`config.mk`:
```
export PLATFORM = sky130hd
export DESIGN_NAME = divider_seq_flat
export DESIGN_NICKNAME = d
export VERILOG_FILES = /design/src/rtl/divider_seq_if.sv /design/src/rtl/divider_seq.sv /design/src/flat_wrapper.sv
export SDC_FILE = /design/constraint.sdc
export NUM_CORES = 1
export LEC_CHECK = 0
export BUFFER_PORTS_ARGS = -buffer_cell sky130_fd_sc_hd__buf_4
export CELL_PAD_IN_SITES_DETAIL_PLACEMENT = 1
export CELL_PAD_IN_SITES_GLOBAL_PLACEMENT = 2
export CORE_MARGIN = 1.5
export CORE_UTILIZATION = 31
export DETAILED_ROUTE_END_ITERATION = 10
export GPL_TIMING_DRIVEN = 0
export HOLD_SLACK_MARGIN = 0.06
export PLACE_DENSITY_LB_ADDON = 0.1
export SLEW_MARGIN = 30
export SYNTH_ARGS = -nofsm -noshare
export SYNTH_HDL_FRONTEND = slang
export SYNTH_SLANG_ARGS = --single-unit
```
`constraint.sdc`:
```
create_clock -name clk -period 4.3 [get_ports clk]
set_clock_uncertainty 0.1 [all_clocks]
set_input_delay 0.215 -clock clk [delete_from_list [all_inputs] [get_ports clk]]
set_output_delay 0.215 -clock clk [all_outputs]
set_load 0.1 [all_outputs]
```
`src/rtl/divider_seq_if.sv`:
```
// Operand/result handshake bundle for the sequential divider.
// The master side issues operations and consumes results; the slave side is the divider.
interface divider_seq_if #(
    parameter int WIDTH = 32
);
    logic             in_valid;
    logic             in_ready;
    logic [WIDTH-1:0] dividend;
    logic [WIDTH-1:0] divisor;
    logic             is_signed;
    logic             out_valid;
    logic             out_ready;
    logic [WIDTH-1:0] quotient;
    logic [WIDTH-1:0] remainder;
    logic             div_by_zero;

    modport master (
        output in_valid, dividend, divisor, is_signed, out_ready,
        input  in_ready, out_valid, quotient, remainder, div_by_zero
    );

    modport slave (
        input  in_valid, dividend, divisor, is_signed, out_ready,
        output in_ready, out_valid, quotient, remainder, div_by_zero
    );
endinterface

```
`src/rtl/divider_seq.sv`:
```
// Iterative radix-2 restoring divider with RISC-V DIV/DIVU/REM/REMU semantics.
// One quotient bit per cycle on magnitudes; signs are restored when the last bit is produced.
module divider_seq #(
    parameter int WIDTH = 32
) (
    input  logic        clk,
    input  logic        rst,
    divider_seq_if.slave bus
);
    localparam int CW = $clog2(WIDTH);
    localparam logic [CW-1:0]    LAST_COUNT = CW'(WIDTH - 1);
    localparam logic [WIDTH-1:0] MIN_NEG    = {1'b1, {(WIDTH-1){1'b0}}};

    typedef enum logic [1:0] {IDLE, BUSY, DONE} state_t;

    state_t           state_reg, state_next;
    logic [CW-1:0]    count_reg;
    logic [WIDTH-1:0] rem_reg;
    logic [WIDTH-1:0] quo_reg;
    logic [WIDTH-1:0] div_abs_reg;
    logic             q_neg_reg;
    logic             r_neg_reg;
    logic [WIDTH-1:0] quotient_reg;
    logic [WIDTH-1:0] remainder_reg;
    logic             dbz_reg;

    logic             a_neg, b_neg;
    logic [WIDTH-1:0] a_abs, b_abs;
    logic             is_zero, is_ovf, last_iter;
    logic [WIDTH:0]   shifted, trial;
    logic [WIDTH-1:0] rem_next, quo_next;

    always_comb begin
        a_neg     = bus.is_signed & bus.dividend[WIDTH-1];
        b_neg     = bus.is_signed & bus.divisor[WIDTH-1];
        a_abs     = a_neg ? -bus.dividend : bus.dividend;
        b_abs     = b_neg ? -bus.divisor  : bus.divisor;
        is_zero   = (bus.divisor == '0);
        is_ovf    = bus.is_signed & (bus.dividend == MIN_NEG) & (bus.divisor == '1);
        last_iter = (count_reg == LAST_COUNT);
        // Partial remainder stays below the divisor, so WIDTH+1 bits hold both the
        // shifted value and the sign of the trial subtraction.
        shifted   = {rem_reg, quo_reg[WIDTH-1]};
        trial     = shifted - {1'b0, div_abs_reg};
        rem_next  = trial[WIDTH] ? shifted[WIDTH-1:0] : trial[WIDTH-1:0];
        quo_next  = {quo_reg[WIDTH-2:0], ~trial[WIDTH]};
    end

    always_ff @(posedge clk) begin
        if (rst) state_reg <= IDLE;
        else     state_reg <= state_next;
    end

    always_comb begin
        state_next    = state_reg;
        bus.in_ready  = 1'b0;
        bus.out_valid = 1'b0;
        case (state_reg)
            IDLE: begin
                bus.in_ready = 1'b1;
                if (bus.in_valid) state_next = (is_zero | is_ovf) ? DONE : BUSY;
            end
            BUSY: begin
                if (last_iter) state_next = DONE;
            end
            DONE: begin
                bus.out_valid = 1'b1;
                if (bus.out_ready) state_next = IDLE;
            end
            default: state_next = IDLE;
        endcase
    end

    always_ff @(posedge clk) begin
        if (rst) begin
            count_reg     <= '0;
            rem_reg       <= '0;
            quo_reg       <= '0;
            div_abs_reg   <= '0;
            q_neg_reg     <= 1'b0;
            r_neg_reg     <= 1'b0;
            quotient_reg  <= '0;
            remainder_reg <= '0;
            dbz_reg       <= 1'b0;
        end else begin
            case (state_reg)
                IDLE: begin
                    if (bus.in_valid) begin
                        q_neg_reg   <= a_neg ^ b_neg;
                        r_neg_reg   <= a_neg;
                        div_abs_reg <= b_abs;
                        quo_reg     <= a_abs;
                        rem_reg     <= '0;
                        count_reg   <= '0;
                        if (is_zero) begin
                            quotient_reg  <= '1;
                            remainder_reg <= bus.dividend;
                            dbz_reg       <= 1'b1;
                        end else if (is_ovf) begin
                            quotient_reg  <= bus.dividend;
                            remainder_reg <= '0;
                            dbz_reg       <= 1'b0;
                        end
                    end
                end
                BUSY: begin
                    rem_reg   <= rem_next;
                    quo_reg   <= quo_next;
                    count_reg <= count_reg + 1'b1;
                    if (last_iter) begin
                        quotient_reg  <= q_neg_reg ? -quo_next : quo_next;
                        remainder_reg <= r_neg_reg ? -rem_next : rem_next;
                        dbz_reg       <= 1'b0;
                    end
                end
                default: ;
            endcase
        end
    end

    assign bus.quotient    = quotient_reg;
    assign bus.remainder   = remainder_reg;
    assign bus.div_by_zero = dbz_reg;
endmodule

```
`src/flat_wrapper.sv`:
```
// flat-port wrapper written by rule: the top's interface ports become plain ports
module divider_seq_flat 
#(
    parameter int WIDTH = 32
)
  (clk, rst, bus_in_valid, bus_dividend, bus_divisor, bus_is_signed, bus_out_ready, bus_in_ready, bus_out_valid, bus_quotient, bus_remainder, bus_div_by_zero);
  divider_seq_if #(.WIDTH(WIDTH)) bus_i ();
  input  logic clk;
  input  logic rst;
  input wire logic [$bits(bus_i.in_valid)-1:0] bus_in_valid;
  input wire logic [$bits(bus_i.dividend)-1:0] bus_dividend;
  input wire logic [$bits(bus_i.divisor)-1:0] bus_divisor;
  input wire logic [$bits(bus_i.is_signed)-1:0] bus_is_signed;
  input wire logic [$bits(bus_i.out_ready)-1:0] bus_out_ready;
  output wire logic [$bits(bus_i.in_ready)-1:0] bus_in_ready;
  output wire logic [$bits(bus_i.out_valid)-1:0] bus_out_valid;
  output wire logic [$bits(bus_i.quotient)-1:0] bus_quotient;
  output wire logic [$bits(bus_i.remainder)-1:0] bus_remainder;
  output wire logic [$bits(bus_i.div_by_zero)-1:0] bus_div_by_zero;
  assign bus_i.in_valid = bus_in_valid;
  assign bus_i.dividend = bus_dividend;
  assign bus_i.divisor = bus_divisor;
  assign bus_i.is_signed = bus_is_signed;
  assign bus_i.out_ready = bus_out_ready;
  assign bus_in_ready = bus_i.in_ready;
  assign bus_out_valid = bus_i.out_valid;
  assign bus_quotient = bus_i.quotient;
  assign bus_remainder = bus_i.remainder;
  assign bus_div_by_zero = bus_i.div_by_zero;
  divider_seq #(.WIDTH(WIDTH)) u_core (.clk(clk), .rst(rst), .bus(bus_i));
endmodule
```
==> out/qor.csv, run 1 <==
stage,metric,value,unit
pwr,leakage,6.32,nW
sta,fin crit period,4.49,ns
routing,antenna-violating nets left,0,
global_route,"Remaining Overflow, GRT",0,
sta,Hold Fails Final Rpt,0,
routing,Vias,14300,
pwr,peak supply drop,237,uV
synth,Yosys cell types,92,
pwr,Psw,2.17,mW
pwr,Power Internal,3.28,mW
worst_setup_path,CP max FO,3,
place,Setup WS pre-CTS,-1.71,ns
pwr,PnR Total Power,5.45,mW
worst_setup_path,Worst path slowest cell,o41ai_2,
global_route,vias in the first global route,14200,
pwr,Sw Share,0.398,
place,gp weighted congestion,0.887,
run,max_cap viols,0,
cells_and_area,Layout area overhead,35.3,%
synth,Synth warnings,0,
floorplanning,die area,41300,um^2
routing,DRC Markers,0,
synth,Mean Syn Cell Area,7.43,um^2
global_route,pin count of the biggest net entering global routing,18,
routing,drt first pass iters,5,
hold_path,Worst Hold Depth,3,
worst_setup_path,WS Path Type,reg -> reg,
synth,sequential area share after synthesis,0.274,
pwr,Flop pwr share,0.319,
clock_tree,clock buffer depth,2,
worst_setup_path,Max stage delay on crit path,0.39,ns
clock_tree,Sinks on Clock Net,170,
status,status,"complete, but fails checks",
floorplanning,# IOs,136,
floorplanning,chip height,203,um
worst_setup_path,worst r2r path cells,22,
pwr,Clock power frac,0.313,
worst_setup_path,"Data required, critical path",4.58,ns
synth,post-synth top area cell,dfxtp_1,
synth,most frequent cells after synthesis,"224 x nor2_1, 170 x dfxtp_1, 151 x nand2_1",
worst_setup_path,CP dominant cell by count,buf_12,
routing,Via density,5.76,
worst_setup_path,CP endpoint kind,flop,
synth,top post-synthesis cells by area,"dfxtp_1 27%, nor2_1 6.8%, a21oi_1 6.0%",
sta,Setup WS post-layout,-0.193,ns
worst_setup_path,CP Launch Type,flop,
clock_tree,clock transition at the registers of the reported paths,0.08,ns
clock_tree,cts bufs inserted,17,
synth,most common cell in the netlist,nor2_1,
synth,Synth top area share,0.274,
worst_setup_path,worst setup path start,u_core.quo_reg[31],
routing,WL final,60900,um
routing,WL/cell,24.5,um
status,failing checks,setup timing,
routing,Initial DRC Count,941,
pwr,Pwr Density,324,nW/um^2
clock_tree,htree depth,4,
synth,Gate Count Post-Synth,1671,
cells_and_area,layout cells sized above 1,0.227,
clock_tree,CTS root buffer,clkbuf_16,
worst_setup_path,R2R Path Start,u_core.quo_reg[31],
worst_setup_path,arrival time worst endpoint,4.77,ns
pwr,Comb pwr share,0.368,
sta,Rel. slew slack,0.358,
worst_setup_path,critical path cell sequence,"inv_4, ha_4, inv_2, fa_2, a211oi_4, o21ai_2, a31oi_4, o22ai_2, a41o_4, nor2_4, buf_12, buf_12, buf_12, mux2i_4, ha_4, nand3_2, a21oi_2, a41oi_4, o41ai_2, xor2_1, a221oi_2, nor3_2",
sta,fin crit share,1.04,
place,DP Wirelength,46500,um
sta,Least-Margin Pin Slew,0.963,ns
clock_tree,CTS tree,done,
hold_path,HP Start,bus_divisor[5],
synth,asr flop ratio synth,0,
floorplanning,CORE AREA,39600,um^2
hold_path,worst min path class,in -> reg,
floorplanning,Initial Util,0.313,
sta,Max Slew Vio Count,0,
synth,Synth Net Count,1780,
synth,"Cell Area, Synth",12400,um^2
sta,Finish-stage setup viols,8,
global_route,antenna violations before repair,1,
global_route,GRT Overall Usage,0.291,
cells_and_area,layout net count,2060,
place,Port Buffer Count,134,
sta,Max Fclk,0.223,GHz
synth,Post-synth EDFFs,0,
synth,"FF+latch count, synth",170,
synth,Main synth FF type,dfxtp_1,
sta,RSZ-0062 raised after global routing,true,
clock_tree,Worst-Skew Late Latency,0.46,ns
floorplanning,die width,203,um
global_route,first-pass GRT wire length,90300,um
floorplanning,Core Rows,73,
cells_and_area,antenna cell count,0,
cell families (layout without fill, tap and decap cells):
logic type      count (synthesis)  after routing  share of synthesized area
flops                         170            170                      0.274
mux                            30             30                     0.0257
buf+inv                       164            457                     0.0542
simple gates                  631            631                      0.238
xor+xnor                      124            124                     0.0875
fa+ha+maj                      40             40                     0.0409
compound gates                512            512                      0.280
cell usage in the layout (no fill, tap or decap), types with 10 or more instances in the layout:
master / count
o21ai_0: 63
or4_1: 10
and3_1: 10
a221oi_2: 11
xor2_1: 54
xnor2_1: 60
a31oi_1: 34
dfxtp_1: 149
o21ai_1: 15
o21a_1: 12
nand2_1: 146
a221oi_1: 13
a22oi_1: 29
nand2b_1: 10
dlygate4sd3_1: 58
nor2_1: 220
o221ai_1: 16
buf_4: 203
buf_6: 12
inv_2: 13
nand3_1: 45
ha_1: 21
nor3_1: 60
a21oi_1: 139
and2_1: 16
clkbuf_1: 74
nand4_1: 23
a211oi_1: 44
o31ai_1: 17
or3_1: 20
dfxtp_2: 17
clkbuf_16: 18
ha_4: 17
inv_1: 38
mux2i_1: 20
stage by stage:
step,instances,utilization,TNS [ns],hold slack (ns),instance area (um^2)
finish,2489,0.424,-0.702,0.0600,16800
global route,2489,0.424,-2.74,0.0657,16800
CTS,2456,0.405,-1.17,0.0611,16100
detailed placement,2330,0.356,-40.64,0.349,14100
global placement,2330,0.355,-41.50,0.342,14100
floorplan,1671,-,0,0.251,12400
path summary, 6_finish.rpt:
kind	end	slack, ns
setup / recovery	u_core.bus.remainder[26]	-0.19
hold / removal	u_core.div_abs_reg[5]	0.06
setup reg to reg	u_core.bus.remainder[26]	-0.19
hold reg to reg	u_core.bus.quotient[7]	0.36
area by class of cell:
class                      count  area (um^2)
inverter                      55          214
sequential                   170         3440
multi-input combinational   1337         9160
fill                        4850        22800
clock inverter                14          175
clock buffer                  18          439
timing repair buffer         265         2170
tap                          525          657
buffer                       105          546
critical path, delay by kind of cell (launching register included):
family                   cells  cell delay [ns]
AO/OA/AOI/OAI                9             1.82
XOR/XNOR                     1             0.39
adder cells (fa/ha/maj)      3             0.71
buffers and inverters        5             0.42
flip-flops                   1             0.36
multiplexers                 1             0.25
AND/OR/NAND/NOR              3             0.35
what timing repair did:
item	in CTS	in global routing
endpoints found under the hold margin	64	0
buffers inserted	36	40
resized for setup	111	131
setup endpoints to repair	64	53
pin swaps	39	69
hold buffers	58	0
cloned	0	0
power by group through the flow:
| stage | registers [mW] | clock network [mW] | logic (mW) |
|---|---|---|---|
| final | 1.74 | 1.70 | 2.00 |
| after global routing | 1.75 | 1.79 | 2.13 |
| after CTS | 1.73 | 1.72 | 1.81 |
| after detailed placement | 1.77 | 0 | 1.58 |
| after global placement | 1.76 | 0 | 1.56 |
| after floorplan | 1.74 | 0 | 1.00 |
metal layers:
metal | GRT usage | vias to the layer above | part of all wire
li1 | - | 6655 | -
met1 | 0.404 | 7164 | 0.47
met2 | 0.464 | 435 | 0.45
met3 | 0.0523 | 78 | 0.054
met4 | 0.0743 | 2 | 0.020
met5 | 0 | - | 0.00020
No activity file was read; power rests on OpenSTA's default activity.
==> inputs of run 2 (changes only) <==
--- a/config.mk
+++ b/config.mk
@@ -8,6 +8,7 @@
 export BUFFER_PORTS_ARGS = -buffer_cell sky130_fd_sc_hd__buf_4
 export CELL_PAD_IN_SITES_DETAIL_PLACEMENT = 1
 export CELL_PAD_IN_SITES_GLOBAL_PLACEMENT = 2
+export CORE_ASPECT_RATIO = 1.4
 export CORE_MARGIN = 1.5
 export CORE_UTILIZATION = 31
 export DETAILED_ROUTE_END_ITERATION = 10
==> run 2 against run 1 <==
  * The run still ends with setup timing left
  * Sequential power hardly changed
  * Sequential share of layout area is 0.43 points higher
  * Register-to-register slack worse by 0.02 ns
  * Fmax is 0.47% lower
  * Non-clock buffer count is 27 lower
  * Die area hardly changed
  * Power is 2.5% lower
  * Combinational power is 4% lower
  * Count of clock-buffer cells in the layout is 1 higher
  * Design area is 2.2% lower
  * Critical path type unchanged
==> out/qor.csv, run 2 (synthesized netlist as in run 1, its figures left out) <==
stage,metric,value,unit,change
status,status,"complete, but fails checks",,unchanged
status,failing checks,setup timing,,unchanged
worst_setup_path,WS Path Type,reg -> reg,,unchanged
pwr,Pwr Density,323,nW/um^2,was 324 nW/um^2
floorplanning,Core Rows,86,,was 73
clock_tree,CTS tree,done,,unchanged
sta,RSZ-0062 raised after global routing,true,,unchanged
place,gp weighted congestion,0.870,,was 0.887
cells_and_area,Seq. cell area,3430,um^2,was 3440 um^2
worst_setup_path,CP Launch Type,flop,,unchanged
hold_path,hold endpoint,u_core.bus.remainder[18],,was u_core.div_abs_reg[5]
worst_setup_path,CP max FO,7,,was 3
worst_setup_path,critical path cell sequence,"inv_1, ha_4, o211ai_1, o21ai_2, a31oi_4, o22a_4, o31a_4, nor2_4, buf_12, buf_12, buf_12, mux2i_4, ha_4, nand3_2, a21oi_2, a41oi_2, o41ai_2, xor2_1, a221oi_2, nor3_2",,"was inv_4, ha_4, inv_2, fa_2, a211oi_4, o21ai_2, a31oi_4, o22ai_2, a41o_4, nor2_4, buf_12, buf_12, buf_12, mux2i_4, ha_4, nand3_2, a21oi_2, a41oi_4, o41ai_2, xor2_1, a221oi_2, nor3_2"
pwr,Sw Share,0.396,,was 0.398
floorplanning,chip height,240,um,was 203 um
pwr,Power Internal,3.21,mW,was 3.28 mW
worst_setup_path,"Data required, critical path",4.52,ns,was 4.58 ns
clock_tree,clock buffer depth,2,,unchanged
sta,Hold Fails Final Rpt,0,,unchanged
floorplanning,die area,41300,um^2,about the same
sta,Least-Margin Pin Slew,1.00,ns,was 0.963 ns
routing,drt first pass iters,4,,was 5
clock_tree,cts bufs inserted,17,,unchanged
pwr,Comb pwr share,0.362,,was 0.368
worst_setup_path,arrival time worst endpoint,4.74,ns,was 4.77 ns
hold_path,HP Start,bus_dividend[18],,was bus_divisor[5]
global_route,GRT Overall Usage,0.299,,was 0.291
pwr,leakage,6.13,nW,was 6.32 nW
sta,setup TNS,-0.600,ns,was -0.702 ns
worst_setup_path,R2R Path Start,u_core.div_abs_reg[5],,was u_core.quo_reg[31]
clock_tree,clock transition at the registers of the reported paths,0.07,ns,was 0.08 ns
worst_setup_path,Max stage delay on crit path,0.37,ns,was 0.39 ns
pwr,peak supply drop,284,uV,was 237 uV
worst_setup_path,CP endpoint kind,flop,,unchanged
sta,Max Slew Vio Count,0,,unchanged
floorplanning,Initial Util,0.315,,was 0.313
global_route,"Remaining Overflow, GRT",0,,unchanged
sta,Rel. slew slack,0.333,,was 0.358
cells_and_area,"commonest non-fill, non-tap cell in the layout",nor2_1,,unchanged
worst_setup_path,"delay-heaviest family, CP",compound AO/OA/AOI/OAI gates,,unchanged
routing,Initial DRC Count,683,,was 941
global_route,antenna violations before repair,0,,was 1
clock_tree,htree depth,4,,unchanged
floorplanning,CORE AREA,39400,um^2,was 39600 um^2
sta,Finish-stage setup viols,6,,was 8
floorplanning,die width,172,um,was 203 um
place,Port Buffer Count,134,,unchanged
routing,WL final,60800,um,was 60900 um
routing,Via density,5.67,,was 5.76
cells_and_area,layout cells sized above 1,0.208,,was 0.227
clock_tree,CTS root buffer,clkbuf_16,,unchanged
clock_tree,Sinks on Clock Net,170,,unchanged
cells_and_area,FILL cells,4868,,was 4850
cells_and_area,layout net count,2033,,was 2060
run,max_cap viols,0,,unchanged
worst_setup_path,Worst path slowest cell,ha_4,,was o41ai_2
worst_setup_path,Reg2Reg Capture Point,u_core.bus.remainder[26],,unchanged
pwr,PnR Total Power,5.31,mW,was 5.45 mW
floorplanning,# IOs,136,,unchanged
routing,WL/cell,24.7,um,was 24.5 um
pwr,Clock power frac,0.310,,was 0.313
worst_setup_path,CP Buf/Inv Count,4,,was 5
routing,antenna-violating nets left,0,,unchanged
pwr,Flop pwr share,0.328,,was 0.319
cells_and_area,Layout area overhead,32.3,%,was 35.3%
sta,Max Fclk,0.222,GHz,was 0.223 GHz
global_route,first-pass GRT wire length,90900,um,was 90300 um
global_route,vias in the first global route,14600,,was 14200
worst_setup_path,CP dominant cell by count,buf_12,,unchanged
place,DP Wirelength,47900,um,was 46500 um
routing,Vias,14000,,was 14300
cells_and_area,antenna cell count,0,,unchanged
sta,Setup WS post-layout,-0.215,ns,was -0.193 ns
pwr,Psw,2.10,mW,was 2.17 mW
cells_and_area,"commonest non-fill, non-tap cells in the layout","222 x nor2_1, 183 x buf_4, 151 x dfxtp_1, 144 x nand2_1, 140 x a21oi_1",,"was 220 x nor2_1, 203 x buf_4, 149 x dfxtp_1, 146 x nand2_1, 139 x a21oi_1"
sta,fin crit share,1.05,,was 1.04
global_route,pin count of the biggest net entering global routing,17,,was 18
cells_and_area,area of the multi-input gates,9040,um^2,was 9160 um^2
hold_path,worst min path class,in -> reg,,unchanged
sta,fin crit period,4.51,ns,was 4.49 ns
routing,DRC Markers,0,,unchanged
clock_tree,Worst-Skew Late Latency,0.46,ns,about the same
cells_and_area,final core occ,0.417,,was 0.424
worst_setup_path,worst r2r path cells,20,,was 22
worst_setup_path,r2r setup slk,-0.21,ns,was -0.19 ns
hold_path,Worst Hold Depth,3,,unchanged
==> run 2: cell types whose count changed in the layout (fill, tap and decap cells not counted), sizes merged <==
| cell | before | now |
|---|---|---|
| clkbuf | 98 | 100 |
| dlygate4sd3 | 58 | 53 |
| clkinv | 5 | 2 |
| buf | 232 | 209 |
| inv | 61 | 60 |
| clkinvlp | 1 | 4 |
==> run 2: worst max path at each step <==
stage                                     to                    from  cells after the start
floorplan           u_core.bus.remainder[26]  u_core.div_abs_reg[15]                     20
global placement     u_core.bus.quotient[28]      u_core.quo_reg[31]                     23
detailed placement   u_core.bus.quotient[28]      u_core.quo_reg[31]                     23
CTS                 u_core.bus.remainder[26]   u_core.div_abs_reg[9]                     20
global route        u_core.bus.remainder[26]   u_core.div_abs_reg[8]                     19
finish              u_core.bus.remainder[26]   u_core.div_abs_reg[5]                     20
==> run 2: power groups by stage <==
stage / Sequential (mW) / Clock [mW] / Combinational, mW
finish: 1.74 / 1.65 / 1.92
global route: 1.75 / 1.72 / 2.05
CTS: 1.74 / 1.67 / 1.78
detailed placement: 1.77 / 0 / 1.59
global placement: 1.77 / 0 / 1.57
floorplan: 1.74 / 0 / 1.00
==> run 2: repair_timing <==
item | 4_1_cts | 5_1_grt
gates resized for setup | 96 | 119
endpoints found under the setup margin | 59 | 54
buffers inserted | 31 | 22
pin swaps | 37 | 53
hold buffers | 53 | 0
endpoints found under the hold margin | 59 | 0
==> run 2: cell type report <==
type | count | share of cell area
repair buffers | 240 | 0.119
clock buffers | 19 | 0.0264
clock inverters | 13 | 0.00952
plain buffers | 103 | 0.0316
well taps | 528 | 0.0402
multi-input cells | 1337 | 0.551
inverters | 55 | 0.0136
flip-flops and latches | 170 | 0.209
==> run 2: worst register-to-register path: stages, from the launching register on <==
cell and delay [ns]:
dfxtp_1 0.33, inv_1 0.18, ha_4 0.37, o211ai_1 0.14
o21ai_2 0.26, a31oi_4 0.17, o22a_4 0.29, o31a_4 0.36
nor2_4 0.16, buf_12 0.12, buf_12 0.09, buf_12 0.10
mux2i_4 0.24, ha_4 0.18, nand3_2 0.07, a21oi_2 0.13
a41oi_2 0.08, o41ai_2 0.35, xor2_1 0.21, a221oi_2 0.37
nor3_2 0.08
==> run 2: per-layer routing <==
layer  part of all wire  up-vias  track usage
met5                  0        -            0
met4              0.069        0        0.195
met3              0.025      126       0.0289
met2               0.51      313        0.536
met1               0.40     6918        0.333
li1                   -     6608            -
==> run 2: metrics by stage <==
step | hold WS [ns] | setup WS [ns] | std cells | area (um^2)
floorplan | 0.251 | 0.0107 | 1671 | 12400
CTS | 0.0654 | -0.312 | 2446 | 15800
global placement | 0.344 | -1.72 | 2333 | 14100
finish | 0.0271 | -0.215 | 2465 | 16400
detailed placement | 0.348 | -1.84 | 2333 | 14100
global route | 0.0932 | -0.305 | 2465 | 16400
